### config.mk
export PLATFORM = sky130hd
export DESIGN_NAME = lc3_writeback
export DESIGN_NICKNAME = d
export VERILOG_FILES = /design/src/rtl/lc3_wb_pkg.sv /design/src/rtl/wb_fifo.sv /design/src/rtl/lc3_writeback.sv
export SDC_FILE = /design/constraint.sdc
export NUM_CORES = 1
export LEC_CHECK = 0
export CORE_ASPECT_RATIO = 1.1
export CORE_MARGIN = 3
export CORE_UTILIZATION = 48
export CTS_CLUSTER_SIZE = 28
export DETAILED_ROUTE_END_ITERATION = 8
export PLACE_DENSITY = 0.76
export SLEW_MARGIN = 40
export SYNTH_ARGS = -nofsm -noshare
export SYNTH_HDL_FRONTEND = slang
export SYNTH_SLANG_ARGS = --single-unit
### constraint.sdc
create_clock -name clk -period 1.7 [get_ports clk]
set_input_delay 0.17 -clock clk [delete_from_list [all_inputs] [get_ports clk]]
set_output_delay 0.17 -clock clk [all_outputs]
set_load 0.005 [all_outputs]
### src/rtl/lc3_wb_pkg.sv
// Shared types and helpers for the LC-3 writeback stage.
package lc3_wb_pkg;

  typedef logic [15:0] word_t;
  typedef logic [2:0]  reg_addr_t;
  typedef logic [2:0]  nzp_t;

  localparam nzp_t NZP_RESET = 3'b010;

  typedef struct packed {
    reg_addr_t dr;
    word_t     data;
    logic      setcc;
  } wb_entry_t;

  // One-hot {N,Z,P} classification of a two's-complement word.
  function automatic nzp_t calc_nzp(input word_t data);
    nzp_t cc;
    if (data[15]) begin
      cc = 3'b100;
    end else if (data == '0) begin
      cc = 3'b010;
    end else begin
      cc = 3'b001;
    end
    return cc;
  endfunction

endpackage

### src/rtl/wb_fifo.sv
// Small synchronous FIFO of writeback entries; pointers wrap modulo DEPTH.
module wb_fifo
  import lc3_wb_pkg::*;
#(
  parameter  int unsigned DEPTH   = 2,
  localparam int unsigned PTR_W   = $clog2(DEPTH),
  localparam int unsigned COUNT_W = PTR_W + 1
) (
  input  logic               clk,
  input  logic               rst_n,
  input  logic               push,
  input  logic               pop,
  input  wb_entry_t          wr_entry,
  output wb_entry_t          rd_entry,
  output logic [COUNT_W-1:0] count
);

  wb_entry_t          mem_q [DEPTH];
  wb_entry_t          mem_d [DEPTH];
  logic [PTR_W-1:0]   wr_ptr_q, wr_ptr_d;
  logic [PTR_W-1:0]   rd_ptr_q, rd_ptr_d;
  logic [COUNT_W-1:0] count_q, count_d;
  logic               do_push, do_pop;

  // Guard against overflow/underflow regardless of what the caller asks for.
  always_comb begin
    do_push  = push && (count_q != COUNT_W'(DEPTH));
    do_pop   = pop && (count_q != '0);
    mem_d    = mem_q;
    wr_ptr_d = wr_ptr_q;
    rd_ptr_d = rd_ptr_q;
    count_d  = count_q;
    if (do_push) begin
      mem_d[wr_ptr_q] = wr_entry;
      wr_ptr_d        = wr_ptr_q + PTR_W'(1);
    end
    if (do_pop) begin
      rd_ptr_d = rd_ptr_q + PTR_W'(1);
    end
    if (do_push && !do_pop) begin
      count_d = count_q + COUNT_W'(1);
    end else if (do_pop && !do_push) begin
      count_d = count_q - COUNT_W'(1);
    end
  end

  always_ff @(posedge clk) begin
    if (!rst_n) begin
      wr_ptr_q <= '0;
      rd_ptr_q <= '0;
      count_q  <= '0;
    end else begin
      wr_ptr_q <= wr_ptr_d;
      rd_ptr_q <= rd_ptr_d;
      count_q  <= count_d;
    end
  end

  // Storage carries no reset: occupancy alone decides what is valid.
  always_ff @(posedge clk) begin
    mem_q <= mem_d;
  end

  assign rd_entry = mem_q[rd_ptr_q];
  assign count    = count_q;

endmodule

### src/rtl/lc3_writeback.sv
// LC-3 regfile write-side driver: result FIFO, registered write port,
// NZP condition codes and a per-register pending-write scoreboard.
module lc3_writeback
  import lc3_wb_pkg::*;
#(
  parameter  int unsigned DATA_W  = 16,
  parameter  int unsigned NREG    = 8,
  parameter  int unsigned DEPTH   = 2,
  parameter  int unsigned CNT_W   = 2,
  localparam int unsigned COUNT_W = $clog2(DEPTH) + 1
) (
  input  logic               clk,
  input  logic               rst,
  input  logic               res_valid,
  output logic               res_ready,
  input  logic [2:0]         res_dr,
  input  logic [DATA_W-1:0]  res_data,
  input  logic               res_setcc,
  input  logic               claim_valid,
  input  logic [2:0]         claim_dr,
  output logic [NREG-1:0]    busy,
  output logic               writeEN,
  output logic [2:0]         wrAddr,
  output logic [DATA_W-1:0]  wrData,
  output logic [2:0]         nzp,
  output logic [COUNT_W-1:0] count,
  output logic               sb_err
);

  localparam logic [CNT_W-1:0] CNT_MAX = '1;

  wb_entry_t          in_entry;
  wb_entry_t          head;
  logic               fifo_push;
  logic               fifo_pop;
  logic [COUNT_W-1:0] fifo_count;

  logic               we_q, we_d;
  reg_addr_t          addr_q, addr_d;
  word_t              data_q, data_d;
  nzp_t               nzp_q, nzp_d;
  logic               err_q, err_d;
  logic [CNT_W-1:0]   cnt_q [NREG];
  logic [CNT_W-1:0]   cnt_d [NREG];
  logic [NREG-1:0]    claim_hit;
  logic [NREG-1:0]    retire_hit;

  assign in_entry  = '{dr: res_dr, data: word_t'(res_data), setcc: res_setcc};
  assign res_ready = rst && (fifo_count < COUNT_W'(DEPTH));
  assign fifo_push = res_valid && res_ready;
  assign fifo_pop  = (fifo_count != '0);

  wb_fifo #(
    .DEPTH (DEPTH)
  ) u_fifo (
    .clk      (clk),
    .rst_n    (rst),
    .push     (fifo_push),
    .pop      (fifo_pop),
    .wr_entry (in_entry),
    .rd_entry (head),
    .count    (fifo_count)
  );

  // Head of the FIFO drives the write port for the following cycle.
  always_comb begin
    we_d   = 1'b0;
    addr_d = addr_q;
    data_d = data_q;
    nzp_d  = nzp_q;
    if (fifo_pop) begin
      we_d   = 1'b1;
      addr_d = head.dr;
      data_d = head.data;
      if (head.setcc) begin
        nzp_d = calc_nzp(head.data);
      end
    end
  end

  always_comb begin
    claim_hit  = '0;
    retire_hit = '0;
    for (int unsigned r = 0; r < NREG; r++) begin
      claim_hit[r]  = claim_valid && (claim_dr == reg_addr_t'(r));
      retire_hit[r] = we_q && (addr_q == reg_addr_t'(r));
    end
  end

  // Saturating pending counters; a same-edge claim and retire cancel out.
  always_comb begin
    err_d = err_q;
    for (int unsigned r = 0; r < NREG; r++) begin
      cnt_d[r] = cnt_q[r];
      if (claim_hit[r] && !retire_hit[r]) begin
        if (cnt_q[r] == CNT_MAX) begin
          err_d = 1'b1;
        end else begin
          cnt_d[r] = cnt_q[r] + CNT_W'(1);
        end
      end else if (retire_hit[r] && !claim_hit[r]) begin
        if (cnt_q[r] == '0) begin
          err_d = 1'b1;
        end else begin
          cnt_d[r] = cnt_q[r] - CNT_W'(1);
        end
      end
    end
  end

  always_ff @(posedge clk) begin
    if (!rst) begin
      we_q   <= 1'b0;
      addr_q <= '0;
      data_q <= '0;
      nzp_q  <= NZP_RESET;
      err_q  <= 1'b0;
      cnt_q  <= '{default: '0};
    end else begin
      we_q   <= we_d;
      addr_q <= addr_d;
      data_q <= data_d;
      nzp_q  <= nzp_d;
      err_q  <= err_d;
      cnt_q  <= cnt_d;
    end
  end

  always_comb begin
    busy = '0;
    for (int unsigned r = 0; r < NREG; r++) begin
      busy[r] = (cnt_q[r] != '0);
    end
  end

  assign writeEN = we_q;
  assign wrAddr  = addr_q;
  assign wrData  = DATA_W'(data_q);
  assign nzp     = nzp_q;
  assign count   = fifo_count;
  assign sb_err  = err_q;

endmodule
==> results_dict.tcl, run 1 <==
set metrics [dict create \
    reg2regPathDepth 9 \
    clockBufferDepth 2 \
    worstHoldPathCells 1 \
    syn_inst 355 \
    min-delay-path-class "input pin to flop" \
    multi_input_area_um2 1750 \
    r2r_end "cnt_q[6]" \
    cts_root_buffer "clkbuf_8" \
    final-setup-viol-count 0 \
    p_leak_uw 0.00211 \
    use_met3_pct 4.42 \
    met1_usage_pct 21.7 \
    rsz0062_at_grt "true" \
    cts_tree "yes" \
    grt_pass1_wl_um 14000 \
    use_met2_pct 34.7 \
    cts.htree.levels 3 \
    slowest_stage "dfxtp_4" \
    yosysTopAreaCell "edfxtp_1" \
    num_vias 2982 \
    clk_latency_ns 0.36 \
    hold_end "u_fifo.mem_q[20]" \
    clock_sinks 84 \
    synth_top_area_share_pct 31.0 \
    grt_pass1_vias 3085 \
    ir_drop_v 0.000756 \
    firstDrtPassIters 4 \
    ys_ff_latch 84 \
    crit_chain "buf_6 -> nor2b_4 -> nand2_2 -> ha_2 -> buf_4 -> nor2b_1 -> mux2i_1 -> o21ai_0 -> and2_1" \
    die_h_um 100 \
    drt-vias-per-instance 5.34 \
    grt_max_degree 39 \
    p_per_area_nw_per_um2 1230 \
    grt-busiest-layer "met2" \
    tightest_slew_ns 0.377 \
    hold_viol 0 \
    drv_slew 0 \
    io_buffers 61 \
    grt_antenna_before_repair 0 \
    wirelength_um 8560 \
    clk_pin_slew_ns 0.09 \
    fp-row-count 33 \
    drc 0 \
    num_antenna_cells 0 \
    min_from "res_setcc" \
    holdBufCountCts 0 \
    worstPathMaxFanout 4 \
    seq_area_frac_synth_pct 53.8 \
    r2r_start "wrAddr[0]" \
    fin_skew_ns 0.00717 \
    max_freq_mhz 605 \
    relSlewSlack_pct 74.5 \
    cap_violations 0 \
    antenna_left 0 \
    dpl-instance-area_um2 4810 \
    critical_path_arrival_ns 1.91 \
    r2r_slack_ns 0.05 \
    period_share_pct 97.2 \
    cp-end-kind "flop" \
    nets 492 \
    grt_overflow 0 \
    critPathBufInv 2 \
    outcome "finished, final reports clean" \
    place_hpwl_um 6150 \
    syn_nets 399 \
    cp_top_family "simple AND/OR/NAND/NOR gates" \
    fillers 578 \
    drive_above_1_share_pct 19.6 \
    synth_area_um2 3870 \
    grt.total_usage_pct 19.3 \
    max_stage_delay_ns 0.38 \
    numCtsBuffers 9 \
    power.total_uw 6350 \
    first_iter_violations 112 \
    wl_per_cell_um 15.3 \
    worstSetupPathType "flop to flop" \
    finalCriticalPeriod_ns 1.65 \
    die_w_um 91.6 \
    critPathRequiredTime_ns 1.96 \
    start_util_pct 50.7 \
    yosys_warnings 0 \
    core-area_um2 7640 \
    syn_area_per_cell_um2 10.9 \
    gp_congestion 0.840 \
    die_area_um2 9180 \
    design_area_um2 5170 \
    start_kind "flop" \
    seq_area_um2 2100 \
    synth_top_cells_by_area "edfxtp_1 31%, dfxtp_1 23%, mux2i_1 6.2%, ha_1 5.5%, o21ai_0 3.7%" \
    synth_cell_types 40 \
    pin_count 62 \
    area_growth_pct 33.5 \
]
==> worst max path at each step <==
stage	slack [ns]	start	depth (start not counted)	endpoint
after global placement	-0.39	claim_dr[1]	9	sb_err
after global routing	-0.06	writeEN	9	sb_err
after detailed placement	-0.44	claim_dr[2]	9	sb_err
after floorplan	0.06	u_fifo.count[0]	5	u_fifo.count[1]
after CTS	0.004	u_fifo.count[1]	3	res_ready
final	0.05	wrAddr[0]	9	cnt_q[6]
==> layer usage <==
metal  part of all wire [%]  up-vias
met5                      0        -
met4                    2.7        0
met3                    4.5       20
met2                     52       82
met1                     40     1407
li1                       -     1473
==> report_power, final <==
group | internal (uW) | leakage [uW] | switching (uW) | total (uW)
clock network | 701 | 0.0000984 | 759 | 1460
logic | 1200 | 0.00128 | 942 | 2140
registers | 2490 | 0.000732 | 253 | 2740
==> timing repair <==
item	in CTS	in global routing
pin swaps	1	6
endpoints found under the setup margin	4	15
endpoints found under the hold margin	0	0
buffers inserted	0	1
gates resized for setup	8	38
==> synth_stat cells (all sizes together) <==
library cell  instances
a21oi                 1
xnor2                 3
o311ai                1
nand3                13
a311oi                1
xor2                  1
nand4                 4
edfxtp               40
a21boi                9
a31oi                 5
a22oi                 1
inv                  24
o211a                 9
mux2i                24
or3                   1
o21a                  1
ha                   17
nand2                18
or2                   9
nor3                  5
o31a                  1
a221oi                3
and3                  1
dfxtp                44
nand2b                3
clkbuf                5
nor2b                19
nor2                 25
nor4                  4
a21o                  1
o32a                  1
buf                   6
a211oi               11
a41o                  1
nor4b                 7
o21ai                29
and2                  7
==> flip-flops by register name, indices dropped and copies added, names as in the netlist <==
| name | count |
|---|---|
| wrData | 16 |
| nzp | 3 |
| cnt_q | 16 |
| sb_err | 1 |
| wrAddr | 3 |
| u_fifo.wr_ptr_q | 1 |
| writeEN | 1 |
| u_fifo.count | 2 |
| u_fifo.mem_q | 40 |
| u_fifo.rd_ptr_q | 1 |
==> logic make-up after synthesis <==
logic type	count (synthesis)	synth area share (%)
xor gates and xnor gates	4	0.905
muxes	24	6.21
DFF	84	53.8
buffers and inverters	35	3.91
adders and majority gates	17	5.49
and+or+nand+nor	116	16.2
AOI/OAI and AO/OA	75	13.5
==> final cells by class <==
type	instances	area share, %
inverter	24	1.74
clock buffer	9	2.40
multi-input combinational	236	33.8
timing repair buffer	93	17.3
sequential	84	40.6
clock inverter	7	1.60
tap	105	2.54
==> cells in the final DEF, fill, tap and decap left out, drive strengths merged, types with 2 or more instances in the layout <==
| cell type | synthesis | final |
|---|---|---|
| clkinvlp | 0 | 2 |
| nand3 | 13 | 13 |
| nor4 | 4 | 4 |
| o211a | 9 | 9 |
| a21boi | 9 | 9 |
| mux2i | 24 | 24 |
| a31oi | 5 | 5 |
| dfxtp | 44 | 44 |
| or2 | 9 | 9 |
| dlygate4sd2 | 0 | 2 |
| nand2 | 18 | 18 |
| nor2 | 25 | 25 |
| ha | 17 | 17 |
| clkbuf | 5 | 9 |
| inv | 24 | 27 |
| edfxtp | 40 | 40 |
| buf | 6 | 32 |
| a211oi | 11 | 11 |
| nand2b | 3 | 3 |
| nor2b | 19 | 19 |
| dlymetal6s2s | 0 | 3 |
| nor4b | 7 | 7 |
| o21ai | 29 | 29 |
| a221oi | 3 | 3 |
| and2 | 7 | 7 |
| nand4 | 4 | 4 |
| clkdlybuf4s50 | 0 | 56 |
| xnor2 | 3 | 3 |
| nor3 | 5 | 5 |
==> metrics by stage <==
| step | TNS [ns] | setup WS [ns] | util, % | cells | hold slack [ns] |
|---|---|---|---|---|---|
| global placement | -3.12 | -0.392 | 63.0 | 541 | 0.482 |
| global route | -0.0792 | -0.0551 | 67.7 | 558 | 0.362 |
| floorplan | 0 | 0.0600 | - | 355 | 0.269 |
| finish | 0 | 0.0477 | 67.7 | 558 | 0.385 |
| CTS | 0 | 0.00374 | 65.9 | 557 | 0.368 |
| detailed placement | -4.24 | -0.436 | 63.0 | 541 | 0.491 |
Power figures use the tool's default switching activity.
==> run 2, diff against run 1 <==
--- a/config.mk
+++ b/config.mk
@@ -5,6 +5,7 @@
 export SDC_FILE = /design/constraint.sdc
 export NUM_CORES = 1
 export LEC_CHECK = 0
+export ABC_CLOCK_PERIOD_IN_PS = 1700
 export CORE_ASPECT_RATIO = 1.1
 export CORE_MARGIN = 3
 export CORE_UTILIZATION = 48
==> results of run 2 <==
Final layout, timing and power as in run 1 (identical DEF).
